[src/rtl/ps2_keyboard_rx.sv]
// PS/2 device-to-host receiver: input conditioning, frame FSM with timeout, and a
// registered show-ahead byte FIFO. Define PS2_HOST_INHIBIT_EN to hold ps2_clk low while full.
module ps2_keyboard_rx #(
  parameter int CLK_HZ     = 50000000,
  parameter int FIFO_DEPTH = 8,
  parameter int FILTER_LEN = 8,
  parameter int TIMEOUT_US = 2000
) (
  input  logic                          clk_cpu,
  input  logic                          reset_n_i,
  input  logic                          ps2_clk_i,
  input  logic                          ps2_data_i,
  output logic [7:0]                    data_o,
  output logic                          valid_o,
  input  logic                          ready_i,
  output logic [$clog2(FIFO_DEPTH):0]   count_o,
  output logic                          frame_err_o,
  output logic                          overflow_o,
  output logic                          ps2_clk_oe_o
);

  localparam int TMO_CYC = CLK_HZ / 1000000 * TIMEOUT_US;
  localparam int TMO_W   = $clog2(TMO_CYC + 1);
  localparam int FLT_W   = $clog2(FILTER_LEN + 1);
  localparam int PTR_W   = $clog2(FIFO_DEPTH);
  localparam int CNT_W   = PTR_W + 1;

  typedef enum logic [1:0] {S_IDLE, S_DATA, S_PARITY, S_STOP} state_t;

  // Stage p0/p1: two-flop synchronisers, preset high (bus idle level)
  logic clk_p0, clk_p1, dat_p0, dat_p1;

  always_ff @(posedge clk_cpu or negedge reset_n_i) begin
    if (!reset_n_i) begin
      clk_p0 <= 1'b1;
      clk_p1 <= 1'b1;
      dat_p0 <= 1'b1;
      dat_p1 <= 1'b1;
    end else begin
      clk_p0 <= ps2_clk_i;
      clk_p1 <= clk_p0;
      dat_p0 <= ps2_data_i;
      dat_p1 <= dat_p0;
    end
  end

  // Stage p2: clock deglitch filter and falling-edge strobe
  logic             clk_flt;
  logic [FLT_W-1:0] flt_cnt;
  logic             fe_p2;
  logic             fe;

  always_ff @(posedge clk_cpu or negedge reset_n_i) begin
    if (!reset_n_i) begin
      clk_flt <= 1'b1;
      flt_cnt <= '0;
      fe_p2   <= 1'b0;
    end else begin
      fe_p2 <= 1'b0;
      if (clk_p1 != clk_flt) begin
        if (flt_cnt == FLT_W'(FILTER_LEN - 1)) begin
          clk_flt <= clk_p1;
          flt_cnt <= '0;
          fe_p2   <= clk_flt;
        end else begin
          flt_cnt <= flt_cnt + 1'b1;
        end
      end else begin
        flt_cnt <= '0;
      end
    end
  end

`ifdef PS2_HOST_INHIBIT_EN
  assign fe = fe_p2 & ~ps2_clk_oe_o;
`else
  assign fe = fe_p2;
`endif

  // Stage p3: frame FSM; shift register and parity bit are datapath, not reset
  state_t           state_q, state_d;
  logic [2:0]       bitcnt_q, bitcnt_d;
  logic [7:0]       shreg_q, shreg_d;
  logic             par_q, par_d;
  logic [TMO_W-1:0] tmo_q, tmo_d;
  logic             err_nxt, push_nxt, push_p3;
  logic             tmo_hit;

  assign tmo_hit = (state_q != S_IDLE) && (tmo_q == TMO_W'(TMO_CYC - 1));

  always_comb begin
    state_d  = state_q;
    bitcnt_d = bitcnt_q;
    shreg_d  = shreg_q;
    par_d    = par_q;
    err_nxt  = 1'b0;
    push_nxt = 1'b0;
    tmo_d    = (fe || state_q == S_IDLE) ? '0 : tmo_q + 1'b1;
    if (tmo_hit) begin
      state_d = S_IDLE;
      err_nxt = 1'b1;
    end else if (fe) begin
      unique case (state_q)
        S_IDLE: begin
          if (!dat_p1) begin
            state_d  = S_DATA;
            bitcnt_d = 3'd0;
          end else begin
            err_nxt = 1'b1;
          end
        end
        S_DATA: begin
          shreg_d  = {dat_p1, shreg_q[7:1]};
          bitcnt_d = bitcnt_q + 1'b1;
          if (bitcnt_q == 3'd7) state_d = S_PARITY;
        end
        S_PARITY: begin
          par_d   = dat_p1;
          state_d = S_STOP;
        end
        S_STOP: begin
          state_d = S_IDLE;
          if (dat_p1 && (^{shreg_q, par_q})) push_nxt = 1'b1;
          else                               err_nxt  = 1'b1;
        end
        default: state_d = S_IDLE;
      endcase
    end
  end

  always_ff @(posedge clk_cpu or negedge reset_n_i) begin
    if (!reset_n_i) begin
      state_q     <= S_IDLE;
      bitcnt_q    <= 3'd0;
      tmo_q       <= '0;
      push_p3     <= 1'b0;
      frame_err_o <= 1'b0;
    end else begin
      state_q     <= state_d;
      bitcnt_q    <= bitcnt_d;
      tmo_q       <= tmo_d;
      push_p3     <= push_nxt;
      frame_err_o <= err_nxt;
    end
  end

  always_ff @(posedge clk_cpu) begin
    shreg_q <= shreg_d;
    par_q   <= par_d;
  end

  // Stage p4: show-ahead FIFO; head byte is re-registered so it resets to zero
  logic [7:0]       mem [FIFO_DEPTH];
  logic [PTR_W-1:0] wr_ptr, rd_ptr, rd_nxt;
  logic [CNT_W-1:0] count_d, remain;
  logic [7:0]       head_d;
  logic             full, pop, wr_en, ovf_nxt;

  assign full    = (count_o == CNT_W'(FIFO_DEPTH));
  assign pop     = valid_o & ready_i;
  assign wr_en   = push_p3 & (~full | pop);
  assign ovf_nxt = push_p3 & full & ~pop;
  assign rd_nxt  = rd_ptr + PTR_W'(pop);
  assign remain  = count_o - CNT_W'(pop);

  always_comb begin
    count_d = count_o;
    unique case ({wr_en, pop})
      2'b10:   count_d = count_o + CNT_W'(1);
      2'b01:   count_d = count_o - CNT_W'(1);
      default: count_d = count_o;
    endcase
    if (remain != '0) head_d = mem[rd_nxt];
    else if (wr_en)   head_d = shreg_q;
    else              head_d = 8'h00;
  end

  always_ff @(posedge clk_cpu) begin
    if (wr_en) mem[wr_ptr] <= shreg_q;
  end

  always_ff @(posedge clk_cpu or negedge reset_n_i) begin
    if (!reset_n_i) begin
      wr_ptr     <= '0;
      rd_ptr     <= '0;
      count_o    <= '0;
      valid_o    <= 1'b0;
      data_o     <= 8'h00;
      overflow_o <= 1'b0;
    end else begin
      if (wr_en) wr_ptr <= wr_ptr + 1'b1;
      rd_ptr     <= rd_nxt;
      count_o    <= count_d;
      valid_o    <= (count_d != '0);
      data_o     <= head_d;
      overflow_o <= ovf_nxt;
    end
  end

`ifdef PS2_HOST_INHIBIT_EN
  // Only engage between frames; once engaged, hold until space frees up.
  always_ff @(posedge clk_cpu or negedge reset_n_i) begin
    if (!reset_n_i) ps2_clk_oe_o <= 1'b0;
    else            ps2_clk_oe_o <= full & (ps2_clk_oe_o | (state_q == S_IDLE));
  end
`else
  assign ps2_clk_oe_o = 1'b0;
`endif

endmodule
[config.mk]
export PLATFORM = sky130hd
export DESIGN_NAME = ps2_keyboard_rx
export DESIGN_NICKNAME = d
export VERILOG_FILES = /design/src/rtl/ps2_keyboard_rx.sv
export SDC_FILE = /design/constraint.sdc
export NUM_CORES = 1
export LEC_CHECK = 0
export BUFFER_PORTS_ARGS = -buffer_cell sky130_fd_sc_hd__buf_2
export CAP_MARGIN = 20
export CORE_UTILIZATION = 40
export DETAILED_ROUTE_END_ITERATION = 12
export GPL_ROUTABILITY_DRIVEN = 0
export GPL_TIMING_DRIVEN = 0
export SYNTH_ARGS = -nofsm -noshare
export SYNTH_HDL_FRONTEND = slang
export SYNTH_SLANG_ARGS = --single-unit
[constraint.sdc]
create_clock -name clk_cpu -period 6.5 [get_ports clk_cpu]
set_input_delay 0.65 -clock clk_cpu [delete_from_list [all_inputs] [get_ports clk_cpu]]
set_output_delay 0.65 -clock clk_cpu [all_outputs]
set_load 0.01 [all_outputs]
==> summary.txt, run 1 <==
Layout
  • Antenna diode count: 0
  • Share of layout cells above drive strength 1: 0.229
  • Commonest non-fill, non-tap cell in the layout: edfxtp_1
  • Synthesis-to-layout area growth: 17.4%
  • Commonest non-fill, non-tap cells in the layout: edfxtp_1, dfrtp_1, nor2_1, buf_2, nand2_1
  • Final Cell Area: 6180 um2
  • Nets@finish: 407

Clocking
  • Clk root buf: clkbuf_16
  • Inserted Clock Buffers: 17
  • Clock sinks: 127
  • # resized after CTS: 0
  • CTS Hold Bufs: 0
  • Setup bufs post-CTS: 0
  • H-tree depth: 4
  • Clk Latency, worst-skew pair: 410 ps
  • CTS max path bufs: 2
  • Clock slew at reported path FFs: 50 ps
  • CTS tree: yes

Timing
  • Max-slew headroom: 0.454
  • Setup Viol. Count Final: 0
  • RSZ-0062 raised after global routing: no
  • Period utilization: 0.444
  • Post-layout min period: 2880 ps
  • Slew Limit Fails: 0
  • Clock Skews: 7.26 ps
  • Hold Fails Final Rpt: 0
  • Setup TNS: 0 ps
  • Worst-Margin Slew: 812 ps
  • Max frequency: 0.347 GHz

Critical path
  • Crit-path max FO: 10
  • Crit path required time: 6770 ps
  • Reg2Reg Launch Point: valid_o
  • Worst Setup Start Kind: register
  • Crit end category: register
  • Setup CP Type: register to register
  • Arrival time worst endpoint: 3150 ps
  • Setup crit start: valid_o

Yosys
  • Sequential element share of the synthesized area: 0.674
  • Share of flip-flops with an asynchronous set or reset: 0.425
  • Avg Cell Area, Syn: 15.4 um2
  • EDFF count, synth: 73
  • Synth Net Count: 361
  • Synth Register Bits: 127
  • YS warnings: 0
  • Ys flop type: edfxtp_1
  • Mapped Cells: 342
  • Synth Cell Area: 5270 um2
  • Distinct cells, synth: 49

Global route
  • Largest net degree at the start of global routing: 31
  • Vias in the first global route: 2918
  • Grt ovf: 0
  • First-pass GRT wire length: 15400 um
  • Global Route Usage Sum: 0.158
  • Initial antenna violation count: 0

Run
  • Max_cap viols: 0

Floorplanning
  • DIE WIDTH: 117 um
  • # IOs: 21
  • Core area: 12700 um2
  • Die H: 117 um
  • Row count: 41
  • Die footprint: 13600 um2
  • Initial core utilization: 0.414

Power and ir drop
  • Pleak: 2.31 nW
  • Total power: 2.37 mW
  • Peak supply drop: 0.201 mV
  • Pwr/cell area: 382 nW/um2

Route
  • Drt pass-1 iters: 4
  • Detail Route Antenna Nets: 0
  • Initial DRC count: 193
  • Routed len/inst: 16.1 um
  • Via density: 5.02
  • Post-Route WL: 9240 um
  • Routed vias: 2875
  • Drt drc: 0

Placement
  • Post-DP HPWL: 6200 um
  • IO Port Bufs: 19
  • Dpl cell area: 5660 um2

Status
  • Status: finished, final reports clean

Min path
  • Worst Hold Class: input pin to asynchronous set/reset pin
==> registers in the layout, indices dropped and copies added (netlist names), 2 cells and up <==
| name | count |
|---|---|
| count_o | 4 |
| flt_cnt | 4 |
| shreg_q | 8 |
| mem | 64 |
| tmo_q | 17 |
| data_o | 8 |
| state_q | 2 |
| wr_ptr | 3 |
| bitcnt_q | 3 |
| rd_ptr | 3 |
==> critical path: stages (launching register included) <==
cell and delay (ps):
dfrtp_1 390, nand2_1 150, inv_1 90, ha_1 190, ha_1 280, clkbuf_1 350, clkbuf_1 610, mux4_2 450
mux2i_1 150, o21ai_0 90
==> Yosys cell counts, types with 2 or more instances <==
library cell / n / share of area
nor3b_1: 5 / 0.0071
mux2i_1: 8 / 0.015
nand3_1: 14 / 0.013
nand4_1: 4 / 0.0048
dfrtp_1: 49 / 0.23
a32o_1: 2 / 0.0038
a21oi_1: 5 / 0.0048
nand3b_1: 2 / 0.0029
a22o_1: 3 / 0.0050
nor2_1: 24 / 0.017
nor4b_1: 3 / 0.0050
buf_2: 3 / 0.0029
or4_1: 2 / 0.0029
o21ai_0: 12 / 0.011
and3_1: 3 / 0.0036
nand2_1: 19 / 0.014
nor4b_2: 2 / 0.0057
nor3_1: 4 / 0.0038
edfxtp_1: 73 / 0.42
xor2_1: 14 / 0.023
and4_1: 2 / 0.0033
or3_1: 2 / 0.0024
dfstp_2: 5 / 0.025
ha_1: 14 / 0.033
inv_1: 8 / 0.0057
and4_4: 2 / 0.0043
clkbuf_1: 6 / 0.0043
mux4_2: 16 / 0.068
xnor2_1: 15 / 0.025
mux2_2: 2 / 0.0043
==> where the power goes <==
group | total [mW] | switching (mW) | internal, mW
Clock | 0.824 | 0.310 | 0.514
Combinational | 0.579 | 0.294 | 0.285
Sequential | 0.963 | 0.0443 | 0.918
Total | 2.37 | 0.648 | 1.72
==> path summary, 6_finish.rpt <==
| kind | to | slack [ps] | depth (start not counted) |
|---|---|---|---|
| min in group clk_cpu | clk_p0 | 340 | 1 |
| setup / recovery | data_o[6] | 3620 | 9 |
| hold reg to reg | dat_p1 | 350 | 0 |
| max in group asynchronous | data_o[0] | 5690 | 2 |
| setup reg to reg | data_o[6] | 3620 | 9 |
| hold / removal | tmo_q[6] | 230 | 1 |
==> kinds of logic after synthesis <==
kind of cell	after synthesis	synth area share
xor+xnor	30	0.0525
other cells	1	0.000712
buf+inv	20	0.0171
flops	127	0.674
compound gates	28	0.0342
fa+ha+maj	14	0.0333
mux	26	0.0879
simple gates	96	0.100
==> through the flow <==
stage	hold WS, ps	std cells	setup slack (ps)	utilization
floorplan	345	342	3970	-
global placement	347	533	3180	0.438
detailed placement	348	540	3240	0.445
CTS	243	572	3600	0.485
global route	265	573	3460	0.486
finish	234	573	3620	0.486
==> metal layers <==
metal / vias to the layer above / wire length (um) / share of wire / track usage
met3: 7 / 272 / 0.029 / 0.0514
li1: 1366 / - / - / -
met2: 41 / 4600 / 0.50 / 0.251
met5: - / 0 / 0 / 0
met4: 0 / 125 / 0.014 / 0.0734
met1: 1461 / 4240 / 0.46 / 0.198
==> cell type report <==
| class | count | area [um2] |
|---|---|---|
| timing repair buffer | 27 | 163 |
| clock buffer | 21 | 440 |
| multi-input combinational | 195 | 1650 |
| clock inverter | 11 | 75.1 |
| tap | 172 | 215 |
| buffer | 12 | 60.1 |
| fill | 1146 | 6540 |
| inverter | 8 | 30.0 |
| sequential | 127 | 3550 |
No activity file was read; power rests on OpenSTA's default activity.
==> run 2: changes to the inputs <==
clock period = 2.5 ns   (was 6.5 ns; I/O delays follow)
==> run 2 against run 1 <==
Clock power grew to 2.6 times the previous value. Cell count grew 0.35%. Highest routed layer unchanged. Sequential share of layout area shrank 0.59 points. Critical path type unchanged. Critical endpoint is now bitcnt_q[0]. Utilization grew 0.50 points. Maximum frequency grew 24%. Global-route usage grew 0.057 points. Flip-flop and latch count is the same. First-iteration DRC count grew 2.6%. Routed wire length grew 0.53%. Sequential power grew to 2.6 times the previous value.
==> summary.txt, run 2 (synthesized netlist as in run 1, its figures left out) <==
Min path
  • Worst Hold Class: input pin to register
  • Hold Crit Start: ready_i

Timing
  • Worst-Margin Slew: 821 ps
  • RSZ-0062 raised after global routing: no
  • Post-layout min period: 2330 ps
  • Max frequency: 0.429 GHz
  • Max-slew headroom: 0.449
  • Clock Skews: 9.69 ps
  • Setup Viol. Count Final: 0
  • Period utilization: 0.932
  • Hold Fails Final Rpt: 0
  • Slew Limit Fails: 0

Route
  • Drt drc: 0
  • Post-Route WL: 9290 um
  • Via density: 5.03
  • Routed vias: 2893
  • Initial DRC count: 198
  • Routed len/inst: 16.2 um
  • Drt pass-1 iters: 4
  • Detail Route Antenna Nets: 0

Clocking
  • Clk Latency, worst-skew pair: 410 ps
  • Inserted Clock Buffers: 17
  • Clock slew at reported path FFs: 50 ps
  • CTS max path bufs: 2
  • Clk root buf: clkbuf_16
  • Setup bufs post-CTS: 0
  • Clock sinks: 127
  • CTS tree: yes
  • H-tree depth: 4

Floorplanning
  • Row count: 41
  • DIE WIDTH: 117 um
  • Core area: 12700 um2
  • # IOs: 21
  • Initial core utilization: 0.414
  • Die H: 117 um
  • Die footprint: 13600 um2

Power and ir drop
  • Pint: 4.52 mW
  • Clock power frac: 0.345
  • Logic pwr share: 0.251
  • Peak supply drop: 0.512 mV
  • Switching power: 1.70 mW
  • Sequential share of power: 0.404
  • Switch share: 0.273
  • Pwr/cell area: 995 nW/um2
  • Pleak: 2.33 nW

Critical path
  • R2r setup slk: 170 ps
  • Setup crit start: state_q[0]
  • Crit end category: register
  • Arrival time worst endpoint: 2630 ps
  • Setup CP Type: register to register
  • Crit-path max FO: 8
  • Worst Setup Start Kind: register
  • Crit path required time: 2800 ps
  • Reg2Reg Launch Point: state_q[0]

Global route
  • Grt ovf: 0
  • Initial antenna violation count: 0
  • Largest net degree at the start of global routing: 31
  • Vias in the first global route: 2932
  • Global Route Usage Sum: 0.159
  • First-pass GRT wire length: 15400 um

Run
  • Max_cap viols: 0

Layout
  • Synthesis-to-layout area growth: 18.6%
  • Final Cell Area: 6250 um2
  • Commonest non-fill, non-tap cell in the layout: edfxtp_1
  • Antenna diode count: 0
  • Largest register FFs: 64
  • Nets@finish: 409
  • Largest regs: mem x64, tmo_q x17
  • Share of layout cells above drive strength 1: 0.241
  • Filler instances: 1141
  • Top reg by flops: mem
  • Post-layout util: 0.491
  • Commonest non-fill, non-tap cells in the layout: edfxtp_1, dfrtp_1, nor2_1

Placement
  • Post-DP HPWL: 6200 um
  • IO Port Bufs: 19
  • Dpl cell area: 5660 um2

Status
  • Status: finished, final reports clean
[run 2: cell type report]
class | count | area, um2 | share of cell area
inverters | 8 | 30.0 | 0.00481
clock inverters | 11 | 75.1 | 0.0120
clock buffers | 21 | 440 | 0.0705
plain buffers | 11 | 68.8 | 0.0110
flip-flops and latches | 127 | 3550 | 0.568
multi-input cells | 195 | 1680 | 0.268
well taps | 172 | 215 | 0.0344
repair buffers | 30 | 193 | 0.0308
[run 2: power groups by stage]
stage	clock (mW)	combinational [mW]	sequential (mW)
floorplan	0	1.04	2.58
global placement	0	1.47	2.53
detailed placement	0	1.51	2.54
CTS	2.20	1.53	2.50
global route	2.29	1.71	2.53
finish	2.15	1.56	2.51
[run 2: metal layers]
metal	GRT usage	vias up	wire, um
met1	0.199	1468	4280
li1	-	1371	-
met3	0.0514	13	266
met5	0	-	0
met4	0.0734	0	151
met2	0.252	41	4590
[run 2: timing repair]
item	4_1_cts	5_1_grt
endpoints found under the hold margin	21	0
setup endpoints to repair	8	20
resized for setup	3	7
hold buffers	3	0
[run 2: final timing paths]
check | to | cells past startpoint
worst max-delay path | bitcnt_q[0] | 9
worst min-delay path | rd_ptr[0] | 4
worst max register to register | bitcnt_q[0] | 9
worst min register to register | dat_p1 | 0
max in group asynchronous | data_o[0] | 3
min in group asynchronous | tmo_q[6] | 2
[run 2: critical path, stage by stage (launching register included)]
cell and delay, ps:
dfrtp_1 390, inv_1 100, ha_1 210, buf_6 130, nor4b_2 220, nand4_1 110, or4_1 420, buf_2 180
and4_4 200, mux2_2 250
[run 2: through the flow]
step | hold WS [ps] | power (mW) | setup WS [ps] | instances | setup TNS, ps
5_1_grt | 335 | 6.54 | 27.1 | 575 | 0
3_3_place_gp | 347 | 4.00 | -525 | 533 | -15410
3_5_place_dp | 280 | 4.05 | -397 | 540 | -2790
6_report | 339 | 6.21 | 170 | 575 | 0
4_1_cts | 307 | 6.23 | 23.7 | 574 | 0
2_1_floorplan | -45.6 | 3.62 | 179 | 342 | 0
==> run 3: changes to the inputs <==
CAP_MARGIN = 0   (was 20)
clock period = 2.7 ns   (was 2.5 ns; I/O delays follow)
==> run 3 against run 2 <==
Count of clock-buffer cells in the layout is 4 lower. Utilization is 0.43 points higher. Routed wire length is 2.9% lower. Non-clock buffer count is 3 lower. Highest routed layer unchanged. Worst hold slack worse by 0.63 ps. Sequential share of layout area is 0.50 points lower. Via count is 0.80% lower. Critical path depth is 1 lower. Setup slack better by 85 ps. Cell count is 0.52% lower. Register-to-register slack better by 90 ps.
==> summary.txt, run 3 (synthesized netlist as in run 1, its figures left out) <==
Status
  • Status: finished, final reports clean

Power and ir drop
  • Peak supply drop: 0.403 mV
  • Pleak: 2.35 nW
  • Total power: 6.04 mW
  • Pwr/cell area: 958 nW/um2

Timing
  • Slew Limit Fails: 0
  • Setup Viol. Count Final: 0
  • Worst-Margin Slew: 1360 ps
  • Post-layout min period: 2440 ps
  • Max-slew headroom: 0.0876
  • Period utilization: 0.905
  • Setup TNS: 0 ps
  • Clock Skews: 9.78 ps
  • Hold Fails Final Rpt: 0
  • Max frequency: 0.409 GHz
  • RSZ-0062 raised after global routing: no

Clocking
  • Inserted Clock Buffers: 17
  • Clk root buf: clkbuf_16
  • Clock sinks: 127
  • Clock slew at reported path FFs: 60 ps
  • H-tree depth: 4
  • Clk Latency, worst-skew pair: 400 ps
  • Setup bufs post-CTS: 0
  • CTS max path bufs: 2
  • CTS tree: yes

Global route
  • Vias in the first global route: 2832
  • Initial antenna violation count: 0
  • Largest net degree at the start of global routing: 55
  • Grt ovf: 0
  • First-pass GRT wire length: 14900 um
  • Global Route Usage Sum: 0.149

Placement
  • IO Port Bufs: 19
  • Post-DP HPWL: 6000 um
  • Inst Count DP: 537

Min path
  • Worst hold stages: 4
  • Hold Crit Start: ready_i
  • Hold endpoint: rd_ptr[0]
  • Worst Hold Class: input pin to register

Layout
  • Post-Layout Cell Count: 572
  • Share of layout cells above drive strength 1: 0.243
  • Commonest non-fill, non-tap cells in the layout: edfxtp_1, dfrtp_1, nor2_1
  • Commonest non-fill, non-tap cell in the layout: edfxtp_1
  • Largest register FFs: 64
  • Synthesis-to-layout area growth: 19.7%
  • Antenna diode count: 0
  • Largest regs: mem x64, tmo_q x17
  • Filler instances: 1137
  • Top reg by flops: mem
  • Nets@finish: 406

Floorplanning
  • Die footprint: 13600 um2
  • Die H: 117 um
  • # IOs: 21
  • Row count: 41
  • DIE WIDTH: 117 um
  • Initial core utilization: 0.414
  • Core area: 12700 um2

Critical path
  • Crit path required time: 2970 ps
  • Reg2Reg Launch Point: valid_o
  • Crit-path max FO: 10
  • Crit end category: register
  • Arrival time worst endpoint: 2710 ps
  • Setup CP Type: register to register
  • Reg2Reg Capture Point: data_o[6]
  • Reg2reg path depth: 8
  • Worst Setup Start Kind: register
  • R2r setup slk: 260 ps

Run
  • Max_cap viols: 0

Route
  • Routed len/inst: 15.8 um
  • Drt drc: 0
  • Drt pass-1 iters: 4
  • Post-Route WL: 9020 um
  • Detail Route Antenna Nets: 0
  • Initial DRC count: 174
  • Routed vias: 2870
  • Via density: 5.02
run 3: cell types whose count changed in the layout (fill, tap and decap cells not counted), moves of 2 or more:
cell and change:
bufinv_16 +3, clkinv_2 -4, buf_4 -2, clkinv_1 -2
clkinv_4 +2, clkinvlp_4 +4, clkbuf_1 -4
run 3: final cells by class:
cell class                 instances  area (um2)  share of cell area
sequential                       127        3550               0.563
multi-input combinational        195        1660               0.263
clock buffer                      17         425              0.0675
tap                              172         215              0.0341
clock inverter                    15         194              0.0308
timing repair buffer              27         173              0.0274
buffer                            11        60.1             0.00953
inverter                           8        30.0             0.00476
run 3: per-layer routing:
layer  track usage  vias to the layer above  part of all wire
met1         0.193                     1449              0.47
met4        0.0582                        0             0.011
met5             0                        -                 0
met3        0.0420                        8             0.029
li1              -                     1373                 -
met2         0.239                       40              0.49
run 3: power by group:
group          internal (mW)  switching, mW
Combinational          0.685          0.692
Clock                   1.54          0.809
Sequential              2.21          0.104
run 3: worst max-delay path by stage:
stage / to / depth (start not counted) / from / slack (ps)
global placement: mem[4][5] / 3 / count_o[1] / -320
CTS: data_o[6] / 9 / valid_o / 70
detailed placement: data_o[6] / 9 / valid_o / -180
finish: data_o[6] / 8 / valid_o / 260
floorplan: data_o[5] / 9 / valid_o / 380
global route: data_o[0] / 8 / valid_o / 40
run 3: through the flow:
step                      setup WS [ps]   util  hold slack (ps)  area (um2)
final                               256  0.495              338        6300
after global routing               42.6  0.495              357        6300
after CTS                          68.6  0.493              177        6270
after detailed placement           -175  0.442              347        5630
after global placement             -325  0.438              347        5580
after floorplan                     379      -            -25.6        5270
run 3: repair_timing:
item / 4_1_cts / 5_1_grt
resized for setup: 1 / 2
hold endpoints to repair: 2 / 19
endpoints found under the setup margin: 8 / 16
hold buffers: 2 / 1
run 3: critical path: stages, from the launching register on:
cell,delay (ps)
dfrtp_1,380
nand2_1,140
inv_1,80
ha_1,290
buf_2,250
clkbuf_4,340
mux4_2,570
mux2i_1,150
o21ai_0,90
